[src/rtl/vga_rect_engine.sv]
// vga_rect_engine: VGA raster generator drawing NUM_RECTS rectangles with fixed priority.
// Define VGA_RECT_COLLIDE_EN to add per-frame collision flags against channel 0.
module vga_rect_engine #(
  parameter int NUM_RECTS    = 4,
  parameter int CW           = 10,
  parameter int PIX_DIV      = 2,
  parameter int H_ACTIVE     = 640,
  parameter int H_SYNC_START = 656,
  parameter int H_SYNC_END   = 751,
  parameter int H_TOTAL      = 800,
  parameter int V_ACTIVE     = 480,
  parameter int V_SYNC_START = 490,
  parameter int V_SYNC_END   = 491,
  parameter int V_TOTAL      = 525
) (
  input  logic                      board_clk,
  input  logic                      Reset,
  input  logic [NUM_RECTS*4*CW-1:0] rect_coords,
  input  logic [NUM_RECTS*3-1:0]    rect_color,
  input  logic [NUM_RECTS-1:0]      rect_en,
  input  logic [2:0]                bg_color,
  output logic                      vga_h_sync,
  output logic                      vga_v_sync,
  output logic                      vga_r,
  output logic                      vga_g,
  output logic                      vga_b,
  output logic [CW-1:0]             counter_x,
  output logic [CW-1:0]             counter_y,
  output logic                      frame_start,
  output logic [7:0]                frame_count,
  output logic [NUM_RECTS-1:0]      collide
);

  localparam int DW = (PIX_DIV > 1) ? $clog2(PIX_DIV) : 1;
  localparam logic [DW-1:0] DIV_LAST = DW'(PIX_DIV - 1);
  localparam logic [DW-1:0] DIV_ONE  = DW'(1);
  localparam logic [CW-1:0] CW_ONE   = CW'(1);
  localparam logic [CW-1:0] H_LAST   = CW'(H_TOTAL - 1);
  localparam logic [CW-1:0] V_LAST   = CW'(V_TOTAL - 1);
  localparam logic [CW-1:0] H_ACT    = CW'(H_ACTIVE);
  localparam logic [CW-1:0] V_ACT    = CW'(V_ACTIVE);
  localparam logic [CW-1:0] HS_LO    = CW'(H_SYNC_START);
  localparam logic [CW-1:0] HS_HI    = CW'(H_SYNC_END);
  localparam logic [CW-1:0] VS_LO    = CW'(V_SYNC_START);
  localparam logic [CW-1:0] VS_HI    = CW'(V_SYNC_END);

  logic [DW-1:0]             div_r;
  logic                      pix_en_s;
  logic [CW-1:0]             cnt_x_r, cnt_y_r;
  logic                      latch_s;
  logic [NUM_RECTS*4*CW-1:0] sh_coords_r;
  logic [NUM_RECTS*3-1:0]    sh_color_r;
  logic [NUM_RECTS-1:0]      sh_en_r;
  logic [2:0]                sh_bg_r;
  logic [NUM_RECTS-1:0]      hit_s;
  logic                      active_s, h_raw_s, v_raw_s;
  logic [NUM_RECTS-1:0]      hit1_r;
  logic                      act1_r, hs1_r, vs1_r;
  logic [2:0]                pix_s;
  logic [2:0]                rgb_r;
  logic                      hs2_r, vs2_r;
  logic                      frame_start_r;
  logic [7:0]                frame_count_r;

  assign pix_en_s = (div_r == DIV_LAST);
  assign latch_s  = pix_en_s && (cnt_x_r == {CW{1'b0}}) && (cnt_y_r == V_ACT);

  // pixel-enable divider
  always_ff @(posedge board_clk or posedge Reset) begin
    if (Reset) begin
      div_r <= {DW{1'b0}};
    end else if (pix_en_s) begin
      div_r <= {DW{1'b0}};
    end else begin
      div_r <= div_r + DIV_ONE;
    end
  end

  // raster counters
  always_ff @(posedge board_clk or posedge Reset) begin
    if (Reset) begin
      cnt_x_r <= {CW{1'b0}};
      cnt_y_r <= {CW{1'b0}};
    end else if (pix_en_s) begin
      if (cnt_x_r == H_LAST) begin
        cnt_x_r <= {CW{1'b0}};
        cnt_y_r <= (cnt_y_r == V_LAST) ? {CW{1'b0}} : cnt_y_r + CW_ONE;
      end else begin
        cnt_x_r <= cnt_x_r + CW_ONE;
      end
    end
  end

  // shadow copy of the rectangle set, taken once per frame at the start of vertical blanking
  always_ff @(posedge board_clk or posedge Reset) begin
    if (Reset) begin
      sh_coords_r   <= {(NUM_RECTS*4*CW){1'b0}};
      sh_color_r    <= {(NUM_RECTS*3){1'b0}};
      sh_en_r       <= {NUM_RECTS{1'b0}};
      sh_bg_r       <= 3'b000;
      frame_count_r <= 8'd0;
    end else if (latch_s) begin
      sh_coords_r   <= rect_coords;
      sh_color_r    <= rect_color;
      sh_en_r       <= rect_en;
      sh_bg_r       <= bg_color;
      frame_count_r <= frame_count_r + 8'd1;
    end
  end

  // frame_start marks the board_clk cycle following the latch edge
  always_ff @(posedge board_clk or posedge Reset) begin
    if (Reset) begin
      frame_start_r <= 1'b0;
    end else begin
      frame_start_r <= latch_s;
    end
  end

  for (genvar g = 0; g < NUM_RECTS; g++) begin : g_hit
    logic [CW-1:0] xl_s, xr_s, yt_s, yb_s;
    assign xl_s = sh_coords_r[g*4*CW + 3*CW +: CW];
    assign xr_s = sh_coords_r[g*4*CW + 2*CW +: CW];
    assign yt_s = sh_coords_r[g*4*CW + CW +: CW];
    assign yb_s = sh_coords_r[g*4*CW +: CW];
    // inverted bounds simply fail one of the comparisons, so they never hit
    assign hit_s[g] = sh_en_r[g] && (cnt_x_r >= xl_s) && (cnt_x_r <= xr_s) &&
                      (cnt_y_r >= yt_s) && (cnt_y_r <= yb_s);
  end

  assign active_s = (cnt_x_r < H_ACT) && (cnt_y_r < V_ACT);
  assign h_raw_s  = !((cnt_x_r >= HS_LO) && (cnt_x_r <= HS_HI));
  assign v_raw_s  = !((cnt_y_r >= VS_LO) && (cnt_y_r <= VS_HI));

  // pipeline stage 1: hit vector, active flag and raw syncs
  always_ff @(posedge board_clk or posedge Reset) begin
    if (Reset) begin
      hit1_r <= {NUM_RECTS{1'b0}};
      act1_r <= 1'b0;
      hs1_r  <= 1'b1;
      vs1_r  <= 1'b1;
    end else if (pix_en_s) begin
      hit1_r <= hit_s;
      act1_r <= active_s;
      hs1_r  <= h_raw_s;
      vs1_r  <= v_raw_s;
    end
  end

  // priority select: scanning downwards leaves the lowest-index hit in pix_s
  always_comb begin
    pix_s = sh_bg_r;
    for (int i = NUM_RECTS - 1; i >= 0; i--) begin
      pix_s = hit1_r[i] ? sh_color_r[i*3 +: 3] : pix_s;
    end
    if (!act1_r) begin
      pix_s = 3'b000;
    end else begin
      pix_s = pix_s;
    end
  end

  // pipeline stage 2: final colour and syncs
  always_ff @(posedge board_clk or posedge Reset) begin
    if (Reset) begin
      rgb_r <= 3'b000;
      hs2_r <= 1'b1;
      vs2_r <= 1'b1;
    end else if (pix_en_s) begin
      rgb_r <= pix_s;
      hs2_r <= hs1_r;
      vs2_r <= vs1_r;
    end
  end

`ifdef VGA_RECT_COLLIDE_EN
  logic [NUM_RECTS-1:0] coll_s, acc_r, collide_r;

  // channel 0 against every other channel on active pixels
  always_comb begin
    coll_s = {NUM_RECTS{1'b0}};
    for (int i = 1; i < NUM_RECTS; i++) begin
      coll_s[i] = active_s && hit_s[0] && hit_s[i];
    end
  end

  // sticky accumulator, handed to collide and restarted at each latch
  always_ff @(posedge board_clk or posedge Reset) begin
    if (Reset) begin
      acc_r     <= {NUM_RECTS{1'b0}};
      collide_r <= {NUM_RECTS{1'b0}};
    end else if (latch_s) begin
      acc_r     <= coll_s;
      collide_r <= acc_r;
    end else if (pix_en_s) begin
      acc_r     <= acc_r | coll_s;
    end
  end

  assign collide = collide_r;
`else
  assign collide = {NUM_RECTS{1'b0}};
`endif

  assign vga_r       = rgb_r[2];
  assign vga_g       = rgb_r[1];
  assign vga_b       = rgb_r[0];
  assign vga_h_sync  = hs2_r;
  assign vga_v_sync  = vs2_r;
  assign counter_x   = cnt_x_r;
  assign counter_y   = cnt_y_r;
  assign frame_start = frame_start_r;
  assign frame_count = frame_count_r;

endmodule

[config.mk]
export PLATFORM = sky130hd
export DESIGN_NAME = vga_rect_engine
export DESIGN_NICKNAME = d
export VERILOG_FILES = /design/src/rtl/vga_rect_engine.sv
export SDC_FILE = /design/constraint.sdc
export NUM_CORES = 1
export LEC_CHECK = 0
export ABC_CLOCK_PERIOD_IN_PS = 11500
export BUFFER_PORTS_ARGS = -buffer_cell sky130_fd_sc_hd__buf_2
export CORE_MARGIN = 8
export CORE_UTILIZATION = 50
export CTS_CLUSTER_DIAMETER = 200
export DETAILED_ROUTE_END_ITERATION = 12
export PLACE_DENSITY = 0.73
export SLEW_MARGIN = 20
export SYNTH_ARGS = -nofsm -noshare
export SYNTH_HDL_FRONTEND = slang
export SYNTH_SLANG_ARGS = --single-unit
[constraint.sdc]
create_clock -name board_clk -period 11.5 [get_ports board_clk]
set_clock_uncertainty 0.15 [all_clocks]
set_input_delay 1.15 -clock board_clk [delete_from_list [all_inputs] [get_ports board_clk]]
set_output_delay 1.15 -clock board_clk [all_outputs]
set_load 0.03 [all_outputs]
=== Word level (Yosys, flattened, before mapping) ===
Cells that the tools add are included.
W data, S select, Z words.

* Add/sub/neg operators: 4
* $mul: 0
* Div/mod/pow operators: 0
* Magnitude comparators: 22
* Eq/ne operators: 3
* Shift operators: 0
* Mux-type cells: 8
* Bitwise gates (word level): 0
* Reductions and logical operators: 25

{| class="wikitable"
|+ Operators with widths
! kind !! number
|-
| $ge A10 B10 Y1 || 8
|-
| $le A10 B10 Y1 || 8
|-
| $logic_and A1 B1 Y1 || 21
|-
| $add A10 B1 Y10 const B || 2
|-
| $eq A10 B10 Y1 const B || 2
|-
| $mux W10 || 2
|-
| $mux W3 || 5
|-
| $eq A10 B9 Y1 const B || 1
|-
| $ge A10 B10 Y1 const B || 1
|-
| $ge A10 B9 Y1 const B || 1
|-
| $le A10 B10 Y1 const B || 1
|-
| $le A10 B9 Y1 const B || 1
|-
| $logic_not A10 Y1 || 1
|-
| $lt A10 B10 Y1 const B || 1
|-
| $lt A10 B9 Y1 const B || 1
|-
| $add A8 B1 Y8 const B || 1
|-
| $logic_not A1 Y1 || 2
|-
| $reduce_and A2 Y1 || 1
|-
| $add A1 B1 Y1 const B || 1
|-
| $mux W1 || 1
|}

* Flip-flop bits (word level): 221
* Bits in latches: 0
* Bits in writable memories: 0
* Memory bits (read-only): 0
* Output and inout bits: 38
* Memories: 0

=== Longest topological paths before layout ===
Gate-level depths: netlist of the first run.

* Depth after elaboration: 5
* Gate-level depth with buffers: 8
* Mapped depth without buffers: 7

=== Least setup slack after synthesis of the first run ===
No wires, ideal clock.

* Path kind: reg2reg
* Start: register cnt_x_r[1], in the netlist counter_x[1]
* End: register cnt_y_r[7], in the netlist counter_y[7]
* Library setup time: 0.145 ns
* Arrival: 2.456 ns
* Data required time: 11.205 ns
* Setup slack: 8.749 ns
* Stages on the path, launching flop included: 7
* Path buffers: 0
* Period minus slack after synthesis: 2.751 ns
* Cell sequence: dfrtp_1 > ha_1 > nand4_1 > or4b_2 > nor3_1 > nand3_1 > xnor2_1

* Word-level cells in the longest chain between the ends: 2

{| class="wikitable"
|+ Ends and longest elaborated chain
! what !! RTL line !! text
|-
| start, declared || 49 || <nowiki>logic [CW-1:0] cnt_x_r, cnt_y_r;</nowiki>
|-
| start signal, assigned || 82 || <nowiki>cnt_x_r <= {CW{1'b0}};</nowiki>
|-
| start signal, assigned || 86 || <nowiki>cnt_x_r <= {CW{1'b0}};</nowiki>
|-
| start signal, assigned || 89 || <nowiki>cnt_x_r <= cnt_x_r + CW_ONE;</nowiki>
|-
| $eq A10 B10 Y1 || 85 || <nowiki>if (cnt_x_r == H_LAST) begin</nowiki>
|-
| $reduce_and A2 Y1 (no source line) || n/a ||
|-
| end signal, assigned || 83 || <nowiki>cnt_y_r <= {CW{1'b0}};</nowiki>
|-
| end signal, assigned || 87 || <nowiki>cnt_y_r <= (cnt_y_r == V_LAST) ? {CW{1'b0}} : cnt_y_r + CW_ONE;</nowiki>
|-
| end, declared || 49 ||
|}

Every way passes these cells.
A chain may end at the register's enable or synchronous reset.

=== Worst setup path after layout of the first run ===
* Start: register cnt_y_r[5], in the netlist counter_y[5]
* End: register sh_coords_r[140]

* Word-level cells in the longest chain between the ends: 2

{| class="wikitable"
|+ Ends and longest elaborated chain
! what !! RTL line !! text
|-
| $eq A10 B9 Y1 || 66 || <nowiki>assign latch_s = pix_en_s && (cnt_x_r == {CW{1'b0}}) && (cnt_y_r == V_ACT);</nowiki>
|-
| $logic_and A1 B1 Y1 || 66 ||
|-
| end signal, assigned || 97 || <nowiki>sh_coords_r <= {(NUM_RECTS*4*CW){1'b0}};</nowiki>
|-
| end signal, assigned || 103 || <nowiki>sh_coords_r <= rect_coords;</nowiki>
|-
| end, declared || 51 || <nowiki>logic [NUM_RECTS*4*CW-1:0] sh_coords_r;</nowiki>
|}

Every way passes these cells.

==> flow_metrics.env, run 1 <==
export IMPL_min_to="frame_count[7]"
export IMPL_hpwl_mm=23.5
export IMPL_synthSimpleGateAreaFrac_pct=11.3
export IMPL_place_ws_ns=7.32
export IMPL_highest_layer="met4"
export IMPL_worst_slack_ns=7.20
export IMPL_reg2reg_depth=6
export IMPL_max_clock_path_buffers=3
export IMPL_wl_met1_mm=14.3
export IMPL_gp_congestion=0.863
export IMPL_powerDensity_nw_per_um2=112
export IMPL_drc=0
export IMPL_switching_share_pct=21.4
export IMPL_netlist_area_um2=12300
export IMPL_hold_viol_final=0
export IMPL_die_width_um=173
export IMPL_syn_inst=1266
export IMPL_port_buffers=214
export IMPL_synth_distinct_cells=59
export IMPL_outcome="complete, no violations"
export IMPL_nets=1819
export IMPL_p_clk_share_pct=48.6
export IMPL_path_clk_slew_ns=0.06
export IMPL_core_area_um2=24200
export IMPL_min_from="frame_count[7]"
export IMPL_crit_fanout=209
export IMPL_cts_repair_resize_count=0
export IMPL_r2r_start="counter_y[5]"
export IMPL_period_share_pct=37.4
export IMPL_grt_pass1_wl_mm=52.6
export IMPL_first_pass_iters=4
export IMPL_grt_usage_pct=21.3
export IMPL_hp_class="register to register"
export IMPL_row_count=57
export IMPL_r2r_end="sh_coords_r[140]"
export IMPL_setup_tns_ns=0
export IMPL_vdd_ir_drop_max_mv=0.0769
export IMPL_period_minus_slack_ns=4.30
export IMPL_synthAdderAreaFrac_pct=16.8
export IMPL_synth_top_area_share_pct=44.2
export IMPL_vias_per_cell=5.36
export IMPL_p_seq_share_pct=48.3
export IMPL_cts_tree="built"
export IMPL_holdBufCountCts=0
export IMPL_critPathArrivalTime_ns=4.55
export IMPL_grt_antenna_before_repair=0
export IMPL_synth_compound_area_share_pct=14.3
export IMPL_worstSkewPairLatency_ns=0.52
export IMPL_area_growth_syn_to_layout_pct=17.6
export IMPL_synth_most_common_cell="dfrtp_1"
export IMPL_worst_setup_path_start_kind="register"
export IMPL_antenna_left=0
export IMPL_synth_top_area_cell="dfrtp_1"
export IMPL_wl_mm=32.2
export IMPL_relSlewSlack_pct=30.4
export IMPL_cts_root_buffer="clkbuf_16"
export IMPL_synth_common_cells="217 x dfrtp_1, 189 x nand2_1, 165 x ha_1"
export IMPL_num_vias=9724
export IMPL_cts_setup_buffers=0
export IMPL_min_path_cells=1
export IMPL_wl_met3_mm=1.55
export IMPL_wl_met2_mm=15.3
export IMPL_maxSlewViolCount=0
export IMPL_grt_pass1_vias=10200
export IMPL_crit_type="register to register"
export IMPL_cp_cell_sequence="nand4_1 -> or4_1 -> nor4_4 -> buf_12 -> buf_4 -> mux2_2"
export IMPL_required_ns=11.75
export IMPL_synth_area_leaders="dfrtp_1 44%, ha_1 17%, o21ai_0 6.4%, nand2_1 5.8%, inv_1 5.0%"
export IMPL_endpoint_kind="register"
export IMPL_async_reset_ff_share_pct=100
export IMPL_io_pin_count=219
export IMPL_cts_buffers_inserted=25
export IMPL_avgSynthCellArea_um2=9.69
export IMPL_fillCellCount=2077
export IMPL_internal_power_w=0.00127
export IMPL_ys_ff_latch=221
export IMPL_rsz0062_at_grt="false"
export IMPL_synth_seq_area_share_pct=45.1
export IMPL_final_area_um2=14400
export IMPL_h_tree_depth=1
export IMPL_muxShareOfSynthArea_pct=4.34
export IMPL_ff_latch_area_um2=5540
export IMPL_start_util_pct=50.8
export IMPL_yosysWarnings=0
export IMPL_p_sw_w=0.000344
export IMPL_synth_edf_count=0
export IMPL_synth_flop_cell="dfrtp_1"
export IMPL_comb_power_share_pct=3.2
export IMPL_setup_viol=0
export IMPL_fmax_mhz=232
export IMPL_post_route_cells_drive_above_1_share_pct=21.0
export IMPL_die_h_um=173
export IMPL_max_stage_delay_ns=0.90
export IMPL_max_cap_violations=0
export IMPL_cts_sinks=221
export IMPL_r2r_slack_ns=7.20
export IMPL_crit_slowest_cell="buf_4"
export IMPL_critPathTopFamily="buffers and inverters"
export IMPL_p_leak_nw=7.85
export IMPL_drt_iter0_drc=724
export IMPL_grt_max_degree=210
export IMPL_worstMarginPinSlew_ns=1.04
export IMPL_antenna_cells=0
export IMPL_synth_xor_area_share_pct=1.28
export IMPL_wl_per_cell_um=17.7
export IMPL_worst_path_buf_inv=2
export IMPL_multiInputGateArea_um2=5920
export IMPL_placed_area_um2=13600
export IMPL_overflow=0
export IMPL_die_area_um2=29800
export IMPL_synth_top_family_by_area="adder cells"
## layout make-up
| cell class | count | area share, % |
|---|---|---|
| inverters | 163 | 4.29 |
| clock buffers | 36 | 5.10 |
| well taps | 324 | 2.81 |
| multi-input cells | 840 | 41.0 |
| repair buffers | 222 | 7.92 |
| flip-flops and latches | 221 | 38.3 |
| clock inverters | 9 | 0.555 |
## worst register-to-register path: stages, from the launching register on
cell and delay [ns]:
dfrtp_1 0.76, nand4_1 0.23, or4_1 0.52, nor4_4 0.35, buf_12 0.53, buf_4 1.15, mux2_2 0.50
## registers in the layout, indices dropped and copies added (netlist names), 3 cells and up
name	cells
hit1_r	4
frame_count	8
counter_y	10
counter_x	10
sh_coords_r	160
sh_bg_r	3
rgb_r	3
sh_en_r	4
sh_color_r	12
## placed cells by master, fill, tap and decap left out, types with 3 or more instances in the layout
cell       count
clkinv_2       5
nor2_1        15
xnor2_1       13
conb_1         4
clkbuf_16     25
and4_1         3
clkbuf_8       7
a21oi_1       43
buf_4          7
nor3_1        10
mux2_2        40
inv_1        161
nand2_1      189
a41oi_1        3
a2111oi_0      5
a211oi_1      12
a21o_1        15
nor2b_1        3
o211ai_1       6
and3_1         6
o22ai_1        5
mux2i_1        6
nand2b_1      11
o21ai_0      156
ha_1         165
buf_2        214
nand4_1       28
xor2_1         5
o41ai_1        4
o31ai_1        5
o2bb2ai_1      4
o21ai_1       23
dfrtp_1      217
a31oi_1        9
clkbuf_1       4
nand3_1       17
a211o_1        3
o22a_1         3
dfstp_2        4
## layer usage
layer	global-route usage [%]	up-vias
met5	0	-
met4	7.47	0
met3	3.72	65
met2	35.7	258
met1	27.4	4613
li1	-	4788
## power groups by stage
stage / clock (W) / sequential, W / combinational [W]
floorplan: 0 / 0.000792 / 0.0000146
global placement: 0 / 0.000792 / 0.0000530
detailed placement: 0 / 0.000792 / 0.0000523
CTS: 0.000797 / 0.000778 / 0.0000526
global route: 0.000830 / 0.000777 / 0.0000573
finish: 0.000782 / 0.000778 / 0.0000510
## worst max-delay path by stage
stage / slack [ns] / from / cells after the start / to
after detailed placement: 7.32 / counter_y[5] / 6 / sh_coords_r[150]
after global placement: 7.41 / counter_y[5] / 6 / sh_coords_r[150]
after global routing: 7.04 / counter_y[5] / 6 / sh_coords_r[150]
after floorplan: 4.16 / Reset / 1 / act1_r
final: 7.20 / counter_y[5] / 6 / sh_coords_r[140]
after CTS: 7.33 / counter_y[5] / 6 / sh_coords_r[150]
## logic make-up after synthesis
family                     count (synthesis)
and+or+nand+nor                          300
DFF                                      221
muxes                                     48
other                                      1
buffers and inverters                    208
AOI/OAI and AO/OA                        305
xor gates and xnor gates                  18
adders and majority gates                165
## metrics by stage
step | utilization (%) | cells | hold WS, ns | total power, W
after global routing | 59.7 | 1815 | 0.356 | 0.00166
after floorplan | - | 1269 | 0.308 | 0.000807
final | 59.7 | 1815 | 0.318 | 0.00161
after CTS | 59.7 | 1815 | 0.323 | 0.00163
after detailed placement | 56.3 | 1770 | 0.313 | 0.000844
after global placement | 56.3 | 1770 | 0.309 | 0.000845
(Power assumes the default switching activity.)
==> run 2: changes to the inputs <==
- ABC_CLOCK_PERIOD_IN_PS: 11500 -> 3800
- PLACE_DENSITY: 0.73 -> 0.75
- clock period: 11.5 -> 3.8 ns (I/O delays scaled with it)
==> run 2 against run 1 <==
  * First-iteration DRC count increased by 29%
  * Critical path depth increased by 1
  * Maximum frequency increased by 51%
  * Clock power increased to 2.9 times the previous value
  * Count of clock-buffer cells in the layout increased by 1
  * Non-clock buffer count increased by 206
  * Via count increased by 12%
  * Combinational power increased to 6.1 times the previous value
  * Design area increased by 14%
  * Setup slack got worse by 6.2 ns
  * Highest routed layer unchanged
==> flow_metrics.env, run 2 (synthesis gave the netlist of run 1 again) <==
export IMPL_powerDensity_nw_per_um2=299
export IMPL_core_area_um2=24200
export IMPL_h_tree_depth=1
export IMPL_grt_pass1_wl_mm=59.8
export IMPL_hpwl_mm=24.5
export IMPL_place_ws_ns=0.981
export IMPL_cts_repair_resize_count=0
export IMPL_outcome="complete, no violations"
export IMPL_gp_congestion=0.840
export IMPL_fmax_mhz=352
export IMPL_cts_tree="built"
export IMPL_wl_mm=37.2
export IMPL_cts_root_buffer="clkbuf_16"
export IMPL_setup_viol=0
export IMPL_post_route_cells_drive_above_1_share_pct=19.7
export IMPL_regMostFlops="sh_coords_r"
export IMPL_p_clk_share_pct=45.7
export IMPL_layout_commonest_cell="dfrtp_1"
export IMPL_fillCellCount=1756
export IMPL_min_path_cells=1
export IMPL_endpoint_kind="register"
export IMPL_setup_tns_ns=0
export IMPL_io_pin_count=219
export IMPL_maxSlewViolCount=0
export IMPL_crit_type="register to register"
export IMPL_comb_power_share_pct=6.3
export IMPL_switching_share_pct=22.0
export IMPL_worst_slack_ns=0.959
export IMPL_drc=0
export IMPL_die_h_um=173
export IMPL_grt_antenna_before_repair=5
export IMPL_worst_setup_path_start_kind="register"
export IMPL_mostFrequentLayoutCells="217 x dfrtp_1, 214 x buf_2, 189 x nand2_1"
export IMPL_critPathArrivalTime_ns=3.12
export IMPL_port_buffers=214
export IMPL_largest_reg_flops=160
export IMPL_die_width_um=173
export IMPL_reg_largest_list="sh_coords_r: 160 flops, sh_color_r: 12 flops"
export IMPL_max_cap_violations=0
export IMPL_first_pass_iters=5
export IMPL_cts_buffers_inserted=25
export IMPL_worstSkewPairLatency_ns=0.53
export IMPL_p_seq_share_pct=48.0
export IMPL_vias_per_cell=5.39
export IMPL_period_share_pct=74.8
export IMPL_p_leak_nw=8.71
export IMPL_vdd_ir_drop_max_mv=0.247
export IMPL_antenna_left=0
export IMPL_required_ns=4.08
export IMPL_area_growth_syn_to_layout_pct=33.7
export IMPL_grt_pass1_vias=11600
export IMPL_nets=2025
export IMPL_wl_per_cell_um=18.3
export IMPL_worstMarginPinSlew_ns=0.686
export IMPL_max_clock_path_buffers=3
export IMPL_num_vias=10900
export IMPL_grt_max_degree=104
export IMPL_path_clk_slew_ns=0.06
export IMPL_reg2reg_depth=7
export IMPL_rsz0062_at_grt="false"
export IMPL_die_area_um2=29800
export IMPL_p_sw_w=0.00108
export IMPL_hp_class="register to register"
export IMPL_overflow=0
export IMPL_internal_power_w=0.00382
export IMPL_cts_sinks=221
export IMPL_drt_iter0_drc=932
export IMPL_start_util_pct=50.8
export IMPL_grt_usage_pct=24.4
export IMPL_relSlewSlack_pct=53.1
export IMPL_period_minus_slack_ns=2.84
export IMPL_crit_fanout=35
export IMPL_hold_viol_final=0
export IMPL_row_count=57
## run 2: changes by cell type in the layout (fill, tap and decap cells not counted)
cell           delta
inv_8             -1
buf_12            +2
dlygate4sd3_1   +180
bufinv_16         -1
clkbuf_1          +5
inv_6             +2
clkbuf_8          -4
clkinv_4          -2
clkinv_2          +2
buf_4            +24
diode_2           +6
## run 2: routing by layer
metal / wire length, um / vias up / GRT usage, %
li1: - / 5210 / -
met1: 14900 / 5173 / 28.8
met2: 18100 / 409 / 41.7
met3: 2230 / 134 / 4.20
met4: 2000 / 0 / 13.3
met5: 0 / - / 0
## run 2: area by class of cell
class,instances,area [um2],share of cell area (%)
antenna,6,15.0,0.0915
clock buffer,37,701,4.27
clock inverter,9,52.6,0.320
inverter,163,616,3.75
multi-input combinational,840,5920,36.1
sequential,221,5540,33.7
tap,324,405,2.47
timing repair buffer,428,3170,19.3
## run 2: power by group through the flow
stage	Clock [W]	Sequential [W]	Combinational (W)
after floorplan	0	0.00240	0.0000447
after global placement	0	0.00240	0.000159
after detailed placement	0	0.00240	0.000159
after CTS	0.00227	0.00235	0.000303
after global routing	0.00237	0.00235	0.000335
final	0.00224	0.00235	0.000310
## run 2: final timing paths
check	start	slack, ns	to
setup / recovery	counter_x[4]	0.96	sh_coords_r[51]
hold / removal	frame_count[7]	0.32	frame_count[7]
setup reg to reg	counter_x[4]	0.96	sh_coords_r[51]
hold reg to reg	frame_count[7]	0.32	frame_count[7]
max in group asynchronous	Reset	2.23	vga_v_sync
min in group asynchronous	Reset	0.34	sh_coords_r[122]
## run 2: repair_timing
action	4_1_cts	5_1_grt
hold buffers	180	0
endpoints found under the hold margin	200	0
setup buffers	0	0
## run 2: critical path, cell delays in order (launching register included)
cell and delay, ns:
dfrtp_1 0.48, or3_1 0.41, or4_1 0.47, nor4_4 0.34, buf_4 0.44, buf_4 0.26
nand2_1 0.08, o21ai_0 0.10
## run 2: stage by stage
step / area, um2 / utilization (%) / cells / total power, W / hold slack [ns]
2_1_floorplan: 12300 / - / 1269 / 0.00244 / 0.308
3_3_place_gp: 13800 / 57.2 / 1796 / 0.00256 / 0.304
3_5_place_dp: 13800 / 57.2 / 1796 / 0.00256 / 0.309
4_1_cts: 16400 / 67.8 / 2022 / 0.00493 / 0.320
5_1_grt: 16400 / 67.9 / 2027 / 0.00506 / 0.337
6_report: 16400 / 67.9 / 2028 / 0.00490 / 0.319
